$ cat src/rtl/weight_fetch_seq.sv
`timescale 1ns/1ps
// Weight fetch sequencer: streams `length` 128-bit vectors from four 32-bit BRAM banks
// into a first-word-fall-through buffer, issuing reads only when buffer space is guaranteed.
module weight_fetch_seq #(
   parameter int ADDR_W     = 18,
   parameter int RD_LAT     = 2,
   parameter int FIFO_DEPTH = 4
) (
   input  logic              clk,
   input  logic              rst,
   input  logic              start,
   input  logic [ADDR_W-1:0] base_addr,
   input  logic [ADDR_W-1:0] length,
   output logic [ADDR_W-1:0] bram_addr,
   input  logic [31:0]       bram_dout0,
   input  logic [31:0]       bram_dout1,
   input  logic [31:0]       bram_dout2,
   input  logic [31:0]       bram_dout3,
   output logic [127:0]      weight_out,
   output logic              weight_valid,
   input  logic              weight_ready,
   output logic              busy,
   output logic              done
);

   localparam int PTR_W = (FIFO_DEPTH > 1) ? $clog2(FIFO_DEPTH) : 1;
   localparam int CNT_W = $clog2(FIFO_DEPTH + RD_LAT + 1) + 1;

   typedef enum logic [1:0] {IDLE, FETCH, DRAIN, DONE} state_t;

   state_t             state, state_nxt;
   logic [ADDR_W-1:0]  addr_q, next_addr, len_q, issue_cnt, acc_cnt;
   logic [RD_LAT-1:0]  rd_pipe;
   logic [CNT_W-1:0]   inflight, occ;
   logic [PTR_W-1:0]   wr_ptr, rd_ptr;
   logic [127:0]       mem [FIFO_DEPTH];
   logic               issue, cap, pop, last_issue, last_accept;

   assign cap          = rd_pipe[RD_LAT-1];
   assign weight_valid = (occ != '0);
   assign pop          = weight_valid && weight_ready;
   assign weight_out   = mem[rd_ptr];
   assign busy         = (state != IDLE);
   assign done         = (state == DONE);

   // A slot freed by this cycle's pop counts as available, so ready-high bursts run one per cycle.
   assign issue       = (state == FETCH) &&
                        ((inflight + occ) < (CNT_W'(FIFO_DEPTH) + CNT_W'(pop)));
   assign last_issue  = issue && (issue_cnt == len_q - ADDR_W'(1));
   assign last_accept = pop && (acc_cnt == len_q - ADDR_W'(1));

   // The issued address reaches the banks in the issue cycle; addr_q holds it afterwards.
   assign bram_addr = issue ? next_addr : addr_q;

   // NOTE: every output of a combinational block gets a default first, so no path infers a latch.
   always_comb begin
      state_nxt = state;
      case (state)
         IDLE:    if (start) state_nxt = (length == '0) ? DONE : FETCH;
         FETCH:   if (last_issue) state_nxt = DRAIN;
         DRAIN:   if (last_accept) state_nxt = DONE;
         DONE:    state_nxt = IDLE;
         default: state_nxt = IDLE;
      endcase
   end

   // NOTE: sequential state uses non-blocking assignments so every flop samples pre-edge values.
   always_ff @(posedge clk) begin
      if (!rst) begin
         state     <= IDLE;
         addr_q    <= '0;
         next_addr <= '0;
         len_q     <= '0;
         issue_cnt <= '0;
         acc_cnt   <= '0;
         rd_pipe   <= '0;
         inflight  <= '0;
         occ       <= '0;
         wr_ptr    <= '0;
         rd_ptr    <= '0;
      end else begin
         state <= state_nxt;
         if (state == IDLE && start) begin
            next_addr <= base_addr;
            len_q     <= length;
            issue_cnt <= '0;
            acc_cnt   <= '0;
         end
         if (issue) begin
            addr_q    <= next_addr;
            next_addr <= next_addr + ADDR_W'(1);
            issue_cnt <= issue_cnt + ADDR_W'(1);
         end
         if (pop) acc_cnt <= acc_cnt + ADDR_W'(1);
         rd_pipe  <= (rd_pipe << 1) | RD_LAT'(issue);
         inflight <= inflight + CNT_W'(issue) - CNT_W'(cap);
         occ      <= occ + CNT_W'(cap) - CNT_W'(pop);
         if (cap) wr_ptr <= (wr_ptr == PTR_W'(FIFO_DEPTH - 1)) ? '0 : wr_ptr + PTR_W'(1);
         if (pop) rd_ptr <= (rd_ptr == PTR_W'(FIFO_DEPTH - 1)) ? '0 : rd_ptr + PTR_W'(1);
      end
   end

   // NOTE: buffer storage is not reset; occupancy and pointers alone decide what is valid.
   always_ff @(posedge clk) begin
      if (cap) mem[wr_ptr] <= {bram_dout0, bram_dout1, bram_dout2, bram_dout3};
   end

endmodule

$ cat config.mk
export PLATFORM = sky130hd
export DESIGN_NAME = weight_fetch_seq
export DESIGN_NICKNAME = d
export VERILOG_FILES = /design/src/rtl/weight_fetch_seq.sv
export SDC_FILE = /design/constraint.sdc
export NUM_CORES = 1
export LEC_CHECK = 0
export CORE_UTILIZATION = 45
export CTS_CLUSTER_SIZE = 8
export DETAILED_ROUTE_END_ITERATION = 12
export PLACE_DENSITY = 0.7
export SYNTH_ARGS = -nofsm -noshare
export SYNTH_HDL_FRONTEND = slang
export SYNTH_SLANG_ARGS = --single-unit
$ cat constraint.sdc
create_clock -name clk -period 3.7 [get_ports clk]
set_input_delay 0.37 -clock clk [delete_from_list [all_inputs] [get_ports clk]]
set_output_delay 0.37 -clock clk [all_outputs]
set_load 0.01 [all_outputs]
### Word level (Yosys, flattened, before mapping)

Memory sizes are Yosys's and may differ from the RTL's. A register that Yosys moved wholly into a read port is not among the register bits.
Cells that the tools add are included.

| cells by class | value |
|---|---|
| bitwise operators | 1 |
| add/sub/neg operators | 12 |
| $lt $le $gt $ge | 1 |
| reductions and logical operators | 12 |
| multiplexer cells | 17 |
| equal/unequal tests | 10 |

Operators with widths:

| cell | number |
|---|---|
| 2-to-1 mux 18 bit | 6 |
| adder 18 x 1 -> 18 bit, second input constant | 3 |
| equality test 18 bit | 2 |
| logical NOT 18 bit | 1 |
| subtractor 18 x 1 -> 18 bit, second input constant | 1 |
| 2-to-1 mux 2 bit | 8 |
| adder 4 x 1 -> 4 bit | 2 |
| equality test 2 bit, second input constant | 4 |
| case mux 2 bit (4 select lines) | 1 |
| subtractor 4 x 1 -> 4 bit | 2 |
| != test 2 bit, second input constant | 3 |
| nonzero test 2 bit | 3 |
| logical AND 1 bit | 5 |
| adder 2 x 1 -> 2 bit, second input constant | 2 |
| adder 3 x 1 -> 4 bit, first input constant | 1 |
| adder 4 bit | 1 |
| < comparator 4 bit | 1 |
| nonzero test 4 bit | 1 |
| AND reduction 3 bit | 1 |
| equality test 2 x 1 -> 1 bit, second input constant | 1 |
| logical NOT 2 bit | 1 |
| 2-to-1 mux 1 bit | 2 |
| OR 2 x 1 -> 2 bit | 1 |

| word-level totals | value |
|---|---|
| logic and storage cells | 65 |
| output and inout port bits | 149 |
| bits in registers | 106 |
| memories kept | 1 |
| bits in writable memories | 512 |

Memories:

| memory | words | width | rd ports | clocked after Yosys merged registers in | wr ports | RTL line | text |
|---|---|---|---|---|---|---|---|
| mem | 4 | 128 | 1 | 1 | 1 | 36 | `logic [127:0] mem [FIFO_DEPTH];` |

### Depth between registers and ports, before layout

| logic depth | value |
|---|---|
| depth in word-level cells | 8 |
| depth in mapped cells | 16 |
| gate-level depth less buffers | 14 |

### Worst setup path after synthesis

No wires, ideal clock.

| path | value |
|---|---|
| path kind | register -> register |
| from | reg wr_ptr[0] |
| to | mem mem[3][0] (enable) |
| setup slack | -284 ps |
| clock period less this slack | 3,984 ps |
| arrival time | 3,483 ps |
| data required time | 3,198 ps |
| setup time | 502 ps |
| stages on the path, launching flop included | 3 |
| cell sequence | dfxtp_1 ha_1 and2_1 |

RTL lines:

| what | RTL line | text |
|---|---|---|
| start: declaration | 35 | `logic [PTR_W-1:0] wr_ptr, rd_ptr;` |
| start signal: assignment | 98 | `if (cap) wr_ptr <= (wr_ptr == PTR_W'(FIFO_DEPTH - 1)) ? '0 : wr_ptr + PTR_W'(1);` |
| end: declaration | 36 |  |

Straight into the memory's write port.

### Worst setup path in the final report

| path | value |
|---|---|
| from | reg occ[1] |
| to | out bram_addr[2] |

| between the ends | value |
|---|---|
| cells in the longest elaborated chain, start to end | 6 |
| elaborated cells on any way between the ends | 7 |

RTL lines:

| what | RTL line | text |
|---|---|---|
| start: declaration | 34 | `logic [CNT_W-1:0] inflight, occ;` |
| start signal: assignment | 97 | `occ <= occ + CNT_W'(cap) - CNT_W'(pop);` |
| nonzero test 4 bit | 40 | `assign weight_valid = (occ != '0);` |
| logical AND 1 bit | 41 | `assign pop = weight_valid && weight_ready;` |
| adder 3 x 1 -> 4 bit | 48 | `((inflight + occ) < (CNT_W'(FIFO_DEPTH) + CNT_W'(pop)));` |
| < comparator 4 bit * | 48 |  |
| logical AND 1 bit * | 47 | `assign issue = (state == FETCH) &&` |
| 2-to-1 mux 18 bit * | n/a |  |
| end: declaration | 14 | `output logic [ADDR_W-1:0] bram_addr,` |

Mark *: on every way between the ends. The rest lies on a longest branch, timed or not.

==> results.sh <==
export IMPL_outcome="complete, no violations"
export IMPL_data_required_time_of_the_worst_path_ps=3330
export IMPL_endpoint_kind="primary output"
export IMPL_postRouteWirelength_mm=55.5
export IMPL_final_max_slew_viol_count=0
export IMPL_layout_worst_path_cycle_share=0.961
export IMPL_synthMuxAreaShare=0.120
export IMPL_die_area_mm2=0.0556
export IMPL_timing_critical_path_slowest_cell_delay_ps=570
export IMPL_p_per_area_mw_per_mm2=644
export IMPL_largest_vdd_supply_drop_v=0.000460
export IMPL_cts_repair_timing_setup_buffer_count=0
export IMPL_final_antenna_net_count=0
export IMPL_rows=85
export IMPL_timing_reg2reg_setup_slack_ps=520
export IMPL_cts_made_buffers=87
export IMPL_asyncSetResetFlopFracSynth=0
export IMPL_num_vias=13958
export IMPL_synth_seq_area_share=0.713
export IMPL_clock_fmax_mhz=281
export IMPL_vertical_die_dimension_um=236
export IMPL_grt_antenna_before_repair=8
export IMPL_dp_final_hpwl_mm=35.8
export IMPL_crit_path_max_fanout=33
export IMPL_maxSlewHeadroom=0.437
export IMPL_globalRoute_totalOverflow=0
export IMPL_final_layout_size_suffix_gt1_frac=0.157
export IMPL_critical_path_startpoint="occ[1]"
export IMPL_finalNetCount=2011
export IMPL_io_buffer_count=316
export IMPL_tritoncts="yes"
export IMPL_post_synthesis_cell_area_mm2=0.0246
export IMPL_dp_slack_ps=553
export IMPL_timing_worst_setup_path_type="flop to primary output"
export IMPL_critPathSlowestCell="sky130_fd_sc_hd__clkdlybuf4s50_1"
export IMPL_cell_type_with_the_highest_occurrence_count_on_the_critical_path="sky130_fd_sc_hd__inv_1"
export IMPL_timing_setup_tns_ps=0
export IMPL_boundaryPins=317
export IMPL_synthXorXnorAreaFrac=0.0221
export IMPL_gp_congestion=0.892
export IMPL_clk_pin_slew_worst_paths_ps=50
export IMPL_root_buffer="sky130_fd_sc_hd__clkbuf_16"
export IMPL_fraction_of_the_mapped_netlist_area_in_compound_gates=0.0405
export IMPL_clock_sinks=620
export IMPL_flow_area_growth_from_synthesis_pct=26.6
export IMPL_period_needed_ps=3560
export IMPL_synth_simple_gate_area_share=0.0712
export IMPL_report_final_hold_viol_count=0
export IMPL_cts_path_max_buffers=3
export IMPL_worst_path_dominant_cell_family="buffers and inverters"
export IMPL_viasPerCell=5.50
export IMPL_reg2reg_from="len_q[0]"
export IMPL_ys_dominant_reg_cell="sky130_fd_sc_hd__edfxtp_1"
export IMPL_setup_worst_path_start_class="flop"
export IMPL_synth_fa_ha_area_frac=0.0157
export IMPL_setup_ws_ps=143
export IMPL_track_usage=0.201
export IMPL_worst_hold_startpoint="base_addr[8]"
export IMPL_hold_path_class="input port to flop"
export IMPL_static_leakage_power_nw=10.2
export IMPL_detail_route_iter0_violations=893
export IMPL_synthesis_yosys_warnings=0
export IMPL_total_power_mw=20.1
export IMPL_critPathBufInv=4
export IMPL_syn_mean_instance_area_um2=17.0
export IMPL_syn_instance_count=1450
export IMPL_synth_edff_count=512
export IMPL_ctsHtreeMaxLevel=3
export IMPL_fill_cells=4085
export IMPL_tightest_slew_ps=844
export IMPL_die_w_um=236
export IMPL_skew_ps=23.3
export IMPL_detailed_route_drc_error_count=0
export IMPL_yosysUniqueCellTypes=70
export IMPL_worst_ep_arrival_time_ps=3190
export IMPL_via_count_of_the_first_global_routing_pass=14240
export IMPL_crit_path_cell_trace="inv_1 > fa_1 > xor2_1 > a41o_1 > and4_1 > inv_1 > buf_8 > nand2_1 > o21ai_0 > clkdlybuf4s50_1"
export IMPL_rsz0062_at_grt="yes"
export IMPL_synth_net_count=1647
export IMPL_clkLatencyLatePin_ps=620
export IMPL_initial_utilization=0.456
export IMPL_grt_max_degree=66
export IMPL_holdBufCountCts=0
export IMPL_grt_first_pass_wirelength_mm=85.1
export IMPL_yosys_reg_bits=620
export IMPL_cap_violations=0
export IMPL_detailed_routing_iteration_count_for_the_pre_antenna_repair_pass=5
export IMPL_synth_top_family_by_area="multiplexers"
export IMPL_final_setup_violation_count=0
export IMPL_routed_wire_length_per_instance_um=21.9
export IMPL_coreArea_mm2=0.0539
[worst register-to-register path: stages (launching register included)]
cell and delay, ps:
sky130_fd_sc_hd__dfxtp_1 370, sky130_fd_sc_hd__inv_1 80, sky130_fd_sc_hd__ha_1 230, sky130_fd_sc_hd__or4b_4 530, sky130_fd_sc_hd__nor4_1 400, sky130_fd_sc_hd__xnor3_1 210, sky130_fd_sc_hd__nand4_1 100, sky130_fd_sc_hd__nor4b_1 360
sky130_fd_sc_hd__a31oi_1 250, sky130_fd_sc_hd__a211o_1 330, sky130_fd_sc_hd__o221a_1 220
[metal layers]
layer	vias to the layer above	global-route usage	wire (um)
li1	6380	-	-
met1	7020	0.269	23400
met2	474	0.324	27200
met3	76	0.0435	3510
met4	8	0.0741	1250
met5	-	0	46
[cells in the final DEF, fill, tap and decap left out, types with 10 or more instances in the layout]
cell type	Yosys	layout
sky130_fd_sc_hd__a21oi_1	64	64
sky130_fd_sc_hd__and2_1	30	26
sky130_fd_sc_hd__and3_1	19	19
sky130_fd_sc_hd__buf_12	0	11
sky130_fd_sc_hd__buf_4	0	19
sky130_fd_sc_hd__clkbuf_1	50	18
sky130_fd_sc_hd__clkbuf_16	0	90
sky130_fd_sc_hd__clkdlybuf4s50_1	0	314
sky130_fd_sc_hd__dfxtp_1	108	106
sky130_fd_sc_hd__edfxtp_1	512	512
sky130_fd_sc_hd__ha_1	26	26
sky130_fd_sc_hd__inv_1	34	34
sky130_fd_sc_hd__mux4_2	128	128
sky130_fd_sc_hd__nand2_1	127	127
sky130_fd_sc_hd__nand3_1	34	34
sky130_fd_sc_hd__nand4_1	13	13
sky130_fd_sc_hd__nor2_1	49	49
sky130_fd_sc_hd__o21ai_0	33	33
sky130_fd_sc_hd__or2_2	10	10
sky130_fd_sc_hd__xnor2_1	39	39
sky130_fd_sc_hd__xor2_1	18	18
[area by class of cell]
class,count,area [um^2],area share
clock inverters,4,77.6,0.00249
diodes,4,10.0,0.000321
well taps,696,871,0.0280
clock buffers,108,2320,0.0745
inverters,35,131,0.00422
repair buffers,347,3550,0.114
multi-input cells,723,6650,0.213
flip-flops and latches,620,17500,0.563
[metrics by stage]
step	util	instance area (um^2)	cells	hold slack, ps
after global routing	0.578	31100	2536	329
after CTS	0.577	31100	2533	288
after floorplan	-	24600	1450	412
after detailed placement	0.533	28700	2421	425
after global placement	0.533	28700	2421	417
final	0.578	31100	2537	338
[power breakdown]
part | internal (mW) | switching (mW) | leakage [nW] | total (mW)
clock network | 4.33 | 2.74 | 1.16 | 7.07
registers | 7.89 | 0.328 | 5.49 | 8.22
logic | 2.48 | 2.29 | 3.55 | 4.78
total | 14.7 | 5.36 | 10.2 | 20.1
[worst paths after layout]
path | endpoint | cells after the start
hold reg to reg | rd_pipe[1] | 1
setup / recovery | bram_addr[2] | 10
hold / removal | next_addr[8] | 3
setup reg to reg | state[1] | 10
[cells in the mapped netlist, types with 3 or more instances]
cell,n,area [um^2]
sky130_fd_sc_hd__mux2i_1,3,30.0
sky130_fd_sc_hd__inv_1,34,128
sky130_fd_sc_hd__nand2b_1,5,31.3
sky130_fd_sc_hd__a32oi_1,7,61.3
sky130_fd_sc_hd__ha_1,26,325
sky130_fd_sc_hd__o21a_1,4,30.0
sky130_fd_sc_hd__o221ai_1,4,35.0
sky130_fd_sc_hd__nand3_1,34,170
sky130_fd_sc_hd__xor2_1,18,158
sky130_fd_sc_hd__a31oi_1,9,56.3
sky130_fd_sc_hd__or2_2,10,62.6
sky130_fd_sc_hd__clkbuf_1,50,188
sky130_fd_sc_hd__nor4_1,9,56.3
sky130_fd_sc_hd__o21ai_0,33,165
sky130_fd_sc_hd__or3_1,9,56.3
sky130_fd_sc_hd__o211ai_1,7,52.6
sky130_fd_sc_hd__a311oi_1,7,61.3
sky130_fd_sc_hd__xnor2_1,39,342
sky130_fd_sc_hd__mux4_2,128,2880
sky130_fd_sc_hd__nand4_1,13,81.3
sky130_fd_sc_hd__dfxtp_1,108,2160
sky130_fd_sc_hd__nor3_1,8,40.0
sky130_fd_sc_hd__and2_1,30,188
sky130_fd_sc_hd__a21oi_1,64,320
sky130_fd_sc_hd__nand2_1,127,477
sky130_fd_sc_hd__a21o_1,3,22.5
sky130_fd_sc_hd__edfxtp_1,512,15400
sky130_fd_sc_hd__fa_1,3,60.1
sky130_fd_sc_hd__buf_2,4,20.0
sky130_fd_sc_hd__and3_1,19,119
sky130_fd_sc_hd__a211oi_1,6,45.0
sky130_fd_sc_hd__nor2b_1,3,18.8
sky130_fd_sc_hd__buf_1,16,60.1
sky130_fd_sc_hd__mux2_2,4,45.0
sky130_fd_sc_hd__nand3b_1,4,30.0
sky130_fd_sc_hd__nor2_1,49,184
[state kept, by name (all words and copies together), names as in the netlist, named ones only]
| name | flops |
|---|---|
| acc_cnt | 18 |
| addr_q | 18 |
| inflight | 4 |
| issue_cnt | 18 |
| len_q | 18 |
| mem | 512 |
| next_addr | 18 |
| occ | 4 |
| rd_pipe | 2 |
| rd_ptr | 2 |
| state | 2 |
| wr_ptr | 2 |
[logic make-up (layout without fill, tap and decap cells)]
family                     count (synthesis)  count (layout)
AOI/OAI and AO/OA                        160             160
xor gates and xnor gates                  59              59
adders and majority gates                 29              29
buffers and inverters                    107             494
DFF                                      620             620
muxes                                    135             135
other                                      0               4
and+or+nand+nor                          340             340
[timing repair]
item,CTS,global route
setup endpoints to repair,4,12
endpoints found under the hold margin,0,0
gates resized for setup,1,3
Power figures use the tool's default switching activity.
